## config.mk

```make
export PLATFORM = sky130hd
export DESIGN_NAME = serial_adder_seq
export DESIGN_NICKNAME = d
export VERILOG_FILES = /design/src/rtl/serial_adder_seq.sv
export SDC_FILE = /design/constraint.sdc
export NUM_CORES = 1
export LEC_CHECK = 0
export BUFFER_PORTS_ARGS = -buffer_cell sky130_fd_sc_hd__buf_4
export CAP_MARGIN = 20
export CELL_PAD_IN_SITES_DETAIL_PLACEMENT = 0
export CELL_PAD_IN_SITES_GLOBAL_PLACEMENT = 2
export CORE_MARGIN = 4
export CORE_UTILIZATION = 37
export CTS_BUF_LIST = sky130_fd_sc_hd__clkbuf_4 sky130_fd_sc_hd__clkbuf_8
export CTS_CLUSTER_DIAMETER = 60
export CTS_CLUSTER_SIZE = 20
export DETAILED_ROUTE_END_ITERATION = 16
export HOLD_SLACK_MARGIN = 0.03
export PLACE_DENSITY_LB_ADDON = 0.1
export SLEW_MARGIN = 5
export SYNTH_ARGS = -nofsm -noshare
export SYNTH_HDL_FRONTEND = slang
export SYNTH_SLANG_ARGS = --single-unit
```

## constraint.sdc

```tcl
create_clock -name clk -period 3.8 [get_ports clk]
set_input_delay 0.57 -clock clk [delete_from_list [all_inputs] [get_ports clk]]
set_output_delay 0.57 -clock clk [all_outputs]
set_load 0.1 [all_outputs]
```

## src/rtl/serial_adder_seq.sv

```systemverilog
// serial_adder_seq: WIDTH-bit adder built from one 3-bit ripple slice reused once per clock
module serial_adder_seq #(
   parameter int WIDTH = 12
) (
   input  logic             clk,
   input  logic             rst_n,
   input  logic             in_valid,
   output logic             in_ready,
   input  logic [WIDTH-1:0] a,
   input  logic [WIDTH-1:0] b,
   input  logic             cin,
   output logic             out_valid,
   input  logic             out_ready,
   output logic [WIDTH-1:0] sum,
   output logic             cout,
   output logic             busy
);
   localparam int NSLICE = WIDTH / 3;
   localparam int IW = (NSLICE > 1) ? $clog2(NSLICE) : 1;
   localparam logic [IW-1:0] LAST = IW'(NSLICE - 1);

   if ((WIDTH % 3) != 0 || WIDTH < 3 || WIDTH > 48) begin : g_bad_width
      $error("serial_adder_seq: WIDTH must be a multiple of 3 in 3..48");
   end

   typedef enum logic [1:0] {IDLE, RUN, DONE} state_t;

   state_t           state;
   logic [WIDTH-1:0] a_r, b_r;
   logic             carry_r;
   logic [IW-1:0]    idx;
   logic [2:0]       as, bs, p, g, s;
   logic             c1, c2, c3;

   assign in_ready  = (state == IDLE);
   assign busy      = (state != IDLE);
   assign out_valid = (state == DONE);

   // 3-bit ripple slice on the chunk selected by idx, carry-in from the carry register
   always_comb begin
      as = a_r[3*idx +: 3];
      bs = b_r[3*idx +: 3];
      p  = as ^ bs;
      g  = as & bs;
      c1 = g[0] | (p[0] & carry_r);
      c2 = g[1] | (p[1] & c1);
      c3 = g[2] | (p[2] & c2);
      s  = {p[2] ^ c2, p[1] ^ c1, p[0] ^ carry_r};
   end

   // Sequencer: accept operands, step one chunk per clock, hold result until consumed
   always_ff @(posedge clk or negedge rst_n) begin
      if (!rst_n) begin
         state   <= IDLE;
         a_r     <= '0;
         b_r     <= '0;
         carry_r <= 1'b0;
         idx     <= '0;
         sum     <= '0;
         cout    <= 1'b0;
      end else begin
         case (state)
            IDLE: if (in_valid) begin
               a_r     <= a;
               b_r     <= b;
               carry_r <= cin;
               idx     <= '0;
               sum     <= '0;
               cout    <= 1'b0;
               state   <= RUN;
            end
            RUN: begin
               sum[3*idx +: 3] <= s;
               carry_r         <= c3;
               idx             <= idx + 1'b1;
               if (idx == LAST) begin
                  cout  <= c3;
                  state <= DONE;
               end
            end
            DONE: if (out_ready) state <= IDLE;
            default: state <= IDLE;
         endcase
      end
   end
endmodule

```

# == Word-level counts from Yosys, hierarchy flattened ==
# Index checks and enable logic that the tools add are counted.
# op_classes
n_addsub,2
n_mul,1
n_eq_ne,6
shift,4
mux,14
bitwise,11
reduce_logical,7
# ops
cell,count
$neg A4 Y34,1
$shift A3 B34 Y12 const A,1
$shiftx A3 B34 Y12,1
$pmux W12 S2,1
$shiftx A12 B5 Y3,2
$bwmux W12,1
$mux W12,1
$mux W2,4
$pmux W2 S3,1
$reduce_and A3 Y1,2
$eq A2 B2 Y1 const B,2
$mul A2 B2 Y4 const A,1
$ne A2 B2 Y1 const B,2
$pmux W1 S2,2
$pmux W2 S2,1
$reduce_and A2 Y1,2
$reduce_bool A2 Y1,2
$and A1 B1 Y1,3
$and A3 B3 Y3,1
$mux W1,3
$or A1 B1 Y1,3
$xor A1 B1 Y1,3
$xor A3 B3 Y3,1
$add A2 B1 Y2 const B,1
other kinds (3),3
# totals
ff_bits,42
in_bits,29
out_inout_bits,16
wordCells,52

# == Logic depth before layout (Yosys ltp) ==
# Gate-level depths: netlist of run 1.
# depth
depth_word,11
depth_mapped,9
ltp_nobuf,8

# == Least setup slack after synthesis of run 1 ==
# OpenSTA, ideal clock, no wires.
# synth_path
path_type,reg-to-reg
from,register idx[0]
to,register cout
setup_time_ns,0.120
arrival_time_ns,2.515
required_ns,3.680
path_slack_ns,1.165
path_stages_with_launch,10
path_buffers,1
period_less_slack_ns,2.635
path_cell_list,dfrtp_1 buf_2 mux4_2 fa_1 inv_1 fa_1 inv_1 fa_1 and4_1 a21o_1
# synth_via
elab_chain_cells,11
word_cells_on_any_way,16
cone_classes,mul: 1; eq/ne: 2; shift: 2; mux: 2; bitwise: 8; reduce/logical: 1
# synth_lines
item,line,source
from (decl),31,logic [IW-1:0] idx;
from (signal assigned),75,idx <= idx + 1'b1;
$mul A2 B2 Y4,"41, 42",
$shiftx A12 B5 Y3 (on tied branches),"41, 42",
$xor A3 B3 Y3,43,p = as ^ bs;
$and A1 B1 Y1,45,c1 = g[0] | (p[0] & carry_r);
$or A1 B1 Y1,45,
$and A1 B1 Y1,46,c2 = g[1] | (p[1] & c1);
$or A1 B1 Y1,46,
$and A1 B1 Y1,47,c3 = g[2] | (p[2] & c2);
$or A1 B1 Y1,47,
$mux W1,76,if (idx == LAST) begin
$pmux W1 S2,62,case (state)
to (signal assigned),60,cout <= 1'b0;
to (signal assigned),69,cout <= 1'b0;
to (signal assigned),77,cout <= c3;
to (decl),15,"output logic cout,"
# Several ways; a longest one is shown, not always the timed one. The select of a mux whose other input is x is not followed.
# A chain may end at the register's enable or synchronous reset.

# == Worst setup path after layout of run 1 ==
# Same ends and word-level chain as after synthesis.

==> summary.txt, run 1 <==
Die
  – Row cnt: 26
  – Starting Density: 0.3841
  – Die area: 0.006531 mm^2
  – Die Y: 80.82 um
  – DIE WIDTH: 80.82 um
  – Num ports: 45
  – Core footprint: 0.005107 mm^2

Place
  – Dpl cell area: 0.002336 mm^2
  – Place WS: 0.9017 ns
  – Detailed placement HPWL: 3021 um
  – # port buffers: 44
  – Placer congestion estimate: 0.7785

Timing
  – Period utilization: 0.7537
  – Final WS setup: 0.9360 ns
  – Final hold vios: 0
  – Final setup fails: 0
  – Minimum clock period after layout: 2.864 ns
  – Slew HR: 0.5748
  – Maximum clock rate: 349.2 MHz
  – Actual slew at the worst max-slew pin: 0.6290 ns
  – Setup_tns: 0 ns
  – Final Max Tran Viols: 0
  – Final Skew: 0.005339 ns
  – RSZ-0062 raised after global routing: false
  – Fin Hold WS: 0.2422 ns

Worst setup path
  – Kind of critical path: register to register
  – Crit path required time: 3.99 ns
  – Worst r2r path cells: 8
  – Crit Reg-Reg Startpoint: idx[0]
  – Crit path max-delay cell type: dfrtp_1
  – Max stage delay on crit path: 0.74 ns
  – Cells along the critical path: mux4_2, fa_1, inv_1, fa_1, inv_1, fa_1, and4_1, a21o_1
  – CP arrival: 3.06 ns
  – Setup slack, reg-to-reg: 0.94 ns
  – RR Endpoint: cout
  – WP buf/inv: 2
  – Worst-path maximum fanout: 14
  – CP most frequent cell: fa_1
  – CP top delay family: adder cells
  – Startpoint types: register
  – CP Capture Type: register

Routing
  – Overall routed net length: 4042 um
  – Post-route ant nets: 0
  – DRT Pass-1 Iters: 4
  – DR vias: 1,287
  – # DRC: 0
  – Routed len/inst: 15.73 um
  – Initial DRC Count: 57
  – Vias per inst: 5.008

GRT
  – Vias in the first global route: 1,370
  – Largest net degree at the start of global routing: 43
  – Gr ovfl total: 0
  – Initial antenna violation count: 0
  – All-layer global routing usage: 0.1365
  – First-pass GRT wire length: 6658 um

Logic synthesis
  – Adder-cell share of the synthesized area: 0.05612
  – Synth Flop Type: dfrtp_1
  – Synth top area share: 0.5357
  – Cell count after synthesis: 141
  – Fraction of registers with async set/reset: 1.000
  – Synth warn: 0
  – Syn Std Cell Area: 0.001962 mm^2
  – XOR/XNOR share of the synthesized area: 0
  – Simple-gate portion of the synthesized area: 0.06250
  – Compound-Gate Fraction of Synth Area: 0.09949
  – Synth top area cells: dfrtp_1 54%, mux2_2 14%, mux4_2 6.9%
  – Synth area leader: dfrtp_1
  – Largest family of logic cells by synthesized area: multiplexers
  – Synthesized area per cell: 13.91 um^2
  – Mux cell area share after synthesis: 0.2066
  – Post-Synthesis Net Count: 177
  – Synth Register Bits: 42
  – Netlist cell types: 30
  – Post-synth EDFFs: 0
  – Seq/Total Area, Yosys: 0.5357

Hold path
  – HP Class: input pin to asynchronous set/reset pin

Clock network
  – CTS buffer count: 5
  – Worst-case clock buffer depth: 2
  – CTS tree: yes
  – Post-CTS Setup Inserts: 0
  – Skew-Pair Late Insertion Delay: 0.29 ns
  – Root buffer cell: clkbuf_8
  – Hold Buf Count CTS: 0
  – CTS sink count: 42
  – CTS clk-pin slew, worst paths: 0.08 ns
  – Post_cts resized: 0
  – Max H-tree Level: 2

Cells and area
  – Cell area after layout: 0.002489 mm^2
  – Commonest non-fill, non-tap cell in the layout: buf_4
  – Area delta synth->final: 26.85%
  – Commonest cells after routing, fill and taps aside: 44 x buf_4, 42 x dfrtp_1, 24 x mux2_2
  – Layout Nets: 222
  – Layout cell share with drive strength beyond 1: 0.4492
  – ANT cells: 0

Outcome
  – Outcome: finished, final reports clean

Job
  – # Max-Cap Violations: 0
-- worst max-delay path by stage --
stage	start	to	cells after the start
3_5_place_dp	idx[0]	cout	8
2_1_floorplan	idx[0]	cout	9
5_1_grt	idx[0]	cout	8
6_report	idx[0]	cout	8
3_3_place_gp	idx[0]	cout	8
4_1_cts	idx[0]	cout	8
-- stage by stage --
step                      instances  utilization
after floorplan                 141            -
after global placement          248       0.4574
after detailed placement        248       0.4574
after CTS                       256       0.4843
after global routing            257       0.4873
final                           257       0.4873
-- area by class of cell --
type | count | area [um^2]
Clock buffer | 5 | 68.82
Clock inverter | 3 | 68.82
Fill cell | 467 | 2619
Inverter | 9 | 33.78
Multi-Input combinational cell | 83 | 833.3
Sequential cell | 42 | 1051
Tap cell | 70 | 87.58
Timing Repair Buffer | 45 | 345.3
-- metal layers --
metal / vias to the layer above / global-route usage / wire length (um)
li1: 596 / - / -
met1: 651 / 0.1719 / 1788
met2: 34 / 0.2250 / 1980
met3: 6 / 0.03991 / 213
met4: 0 / 0.04561 / 60
met5: - / 0 / 0
-- Yosys cell counts, drive strengths merged (2+ instances only) --
cell and n:
dfrtp 42, mux2 24, a22o 13, inv 9, nand2 7, mux4 6
a21o 5, buf 4, ha 4, clkbuf 3, fa 3, nand2b 3
nor2b 2, o21ai 2
-- worst reg2reg max path: cells and delay by family (launching register included) --
kind            cells  cell delay, ns
fa+ha+maj           3            0.93
buf+inv             2            0.13
compound gates      1            0.15
simple gates        1            0.22
mux                 1            0.60
flops               1            0.74
-- state kept, by name, indices dropped and copies added, names as in the netlist --
signal   count
carry_r      1
cout         1
a_r         12
sum         12
b_r         12
idx          2
state        2
-- cells by family (layout without fill, tap and decap cells) --
group                      Yosys count  in the layout
DFF                                 42             42
muxes                               30             30
AOI/OAI and AO/OA                   25             25
adders and majority gates            7              7
buffers and inverters               16             62
and+or+nand+nor                     21             21
Power of run 1 is left out: the tool's default activity adds up to more than one toggle a clock period on the data nets, which glitch-free logic cannot reach.
==> inputs of run 2 (changes only) <==
Settings changed: CORE_UTILIZATION 37 to 34.
Clock period 3.8 ns to 2.54 ns, I/O delays scaled along.
==> run 2 against run 1 <==
Against the previous run: non-clock buffer count rose by 5; flip-flop and latch count unchanged; via count rose by 0.54%; maximum frequency grew 20%; clock skew grew 0.0012 ns; worst setup slack got worse by 0.79 ns; critical path type unchanged; highest routed layer unchanged.
==> summary.txt, run 2 (synthesized netlist as in run 1, its figures left out) <==
Outcome
  – Outcome: finished, final reports clean

Clock network
  – Root buffer cell: clkbuf_8
  – CTS buffer count: 5 (unchanged)
  – Worst-case clock buffer depth: 2 (unchanged)
  – CTS clk-pin slew, worst paths: 0.08 ns (about the same)
  – CTS sink count: 42 (unchanged)
  – CTS tree: yes
  – Max H-tree Level: 2 (unchanged)
  – Hold Buf Count CTS: 0 (unchanged)
  – Skew-Pair Late Insertion Delay: 0.29 ns (about the same)

Worst setup path
  – Cells along the critical path: mux4_2, fa_2, inv_1, fa_1, inv_1, fa_2, and4_1, a21o_1
  – Worst r2r path cells: 8 (unchanged)
  – CP top delay family: adder cells
  – CP Capture Type: register
  – Crit path required time: 2.73 ns (-1.26 ns)
  – Crit path max-delay cell type: mux4_2
  – Crit Reg-Reg Startpoint: idx[0]
  – Crit. Startpoint: idx[0]
  – CP arrival: 2.58 ns (-0.48 ns)
  – Worst-path maximum fanout: 4 (-10)
  – Startpoint types: register
  – Max stage delay on crit path: 0.53 ns (-0.21 ns)
  – Stages on the worst setup path: 8 (unchanged)
  – WP buf/inv: 2 (unchanged)
  – Kind of critical path: register to register

Timing
  – Final Max Tran Viols: 0 (unchanged)
  – Final setup fails: 0 (unchanged)
  – Slew HR: 0.5557 (-0.01906)
  – Minimum clock period after layout: 2.392 ns (-0.4720 ns)
  – Final hold vios: 0 (unchanged)
  – Final Skew: 0.006564 ns (+0.001225 ns)
  – Period utilization: 0.9417 (+0.1880)
  – RSZ-0062 raised after global routing: false
  – Actual slew at the worst max-slew pin: 0.6572 ns (+0.02819 ns)
  – Setup_tns: 0 ns (unchanged)
  – Maximum clock rate: 418.1 MHz (+20%)

Cells and area
  – Layout Nets: 227 (+2.3%)
  – Area delta synth->final: 26.02%
  – ANT cells: 0 (unchanged)
  – Top Registers: a_r x12, b_r x12, sum x12
  – # fillers: 532 (+14%)
  – Layout cell share with drive strength beyond 1: 0.4737 (+0.02449)
  – Commonest cells after routing, fill and taps aside: 50 x buf_4, 41 x dfrtp_1, 24 x mux2_2
  – Commonest non-fill, non-tap cell in the layout: buf_4

Die
  – Die area: 0.007049 mm^2 (+7.9%)
  – Starting Density: 0.3541 (-0.03002)
  – Die Y: 83.96 um (+3.9%)
  – Core footprint: 0.005540 mm^2 (+8.5%)
  – Num ports: 45 (unchanged)
  – DIE WIDTH: 83.96 um (+3.9%)
  – Row cnt: 27 (+3.8%)

GRT
  – All-layer global routing usage: 0.1250 (-0.01145)
  – Met3 Use GR: 0.04344 (+0.003524)
  – Met2 Usage GRT: 0.2184 (-0.006593)
  – Initial antenna violation count: 0 (unchanged)
  – Gr ovfl total: 0 (unchanged)
  – M1 GR Usage: 0.1448 (-0.02709)
  – Global route hottest layer: met2
  – Vias in the first global route: 1,447 (+5.6%)
  – First-pass GRT wire length: 7065 um (+6.1%)
  – Largest net degree at the start of global routing: 43 (unchanged)

Routing
  – Overall routed net length: 4098 um (+1.4%)
  – # DRC: 0 (unchanged)
  – Initial DRC Count: 27 (-53%)
  – Post-route ant nets: 0 (unchanged)
  – Routed len/inst: 15.64 um (-0.55%)
  – DR vias: 1,294 (+0.54%)
  – DRT Pass-1 Iters: 4 (unchanged)
  – Vias per inst: 4.939 (-1.4%)

Place
  – Placer congestion estimate: 0.7512 (-3.5%)
  – # port buffers: 44 (unchanged)
  – Detailed placement HPWL: 3202 um (+6.0%)

Job
  – # Max-Cap Violations: 0 (unchanged)

Hold path
  – HP Class: input pin to asynchronous set/reset pin
-- run 2: changes by cell type in the layout (fill, tap and decap cells not counted) --
cell / change
buf_8: -1
clkinv_4: -1
clkbuf_8: +1
dfrtp_1: -1
bufinv_16: -2
dfrtp_2: +1
fa_2: +2
fa_1: -2
buf_4: +6
-- run 2: worst paths after layout --
check | slack [ns] | to
min in group clk | 0.25 | state[1]
min reg2reg | 0.50 | b_r[8]
max | 0.15 | cout
min | 0.05 | sum[10]
max reg2reg | 0.15 | cout
max in group asynchronous | 2.09 | idx[0]
-- run 2: worst reg2reg max path, stage by stage, from the launching register on --
cell and delay (ns):
dfrtp_2 0.42, mux4_2 0.53, fa_2 0.35, inv_1 0.07
fa_1 0.17, inv_1 0.06, fa_2 0.34, and4_1 0.21
a21o_1 0.15
-- run 2: area by class of cell --
class / instances / area, um^2 / area share
Tap cell: 72 / 90.09 / 0.03644
Sequential cell: 42 / 1052 / 0.4256
Clock buffer: 6 / 82.58 / 0.03340
Inverter: 9 / 33.78 / 0.01366
Multi-Input combinational cell: 83 / 838.3 / 0.3391
Timing Repair Buffer: 50 / 375.4 / 0.1518
-- run 2: through the flow --
step                instance area, um^2  hold slack, ns  cells  setup slack [ns]  utilization
floorplan                          1971         0.08541    141          0.004962            -
global placement                   2379          0.3879    255           0.09453       0.4293
detailed placement                 2379          0.4018    255           0.02539       0.4293
CTS                                2461         0.08349    261          0.009699       0.4442
global route                       2472          0.1147    262           0.02833       0.4463
finish                             2472         0.05425    262            0.1480       0.4463
-- run 2: what timing repair did --
action | CTS | global route
endpoints found under the setup margin | 0 | 6
gates resized for setup | 0 | 2
hold endpoints to repair | 0 | 0
setup buffers | 0 | 1
-- run 2: routing by layer --
metal | share of wire | wire, um
met1 | 0.41 | 1692
met2 | 0.51 | 2110
met3 | 0.060 | 245
met4 | 0.012 | 50
met5 | 0 | 0
Power of run 2 is left out for the same reason.
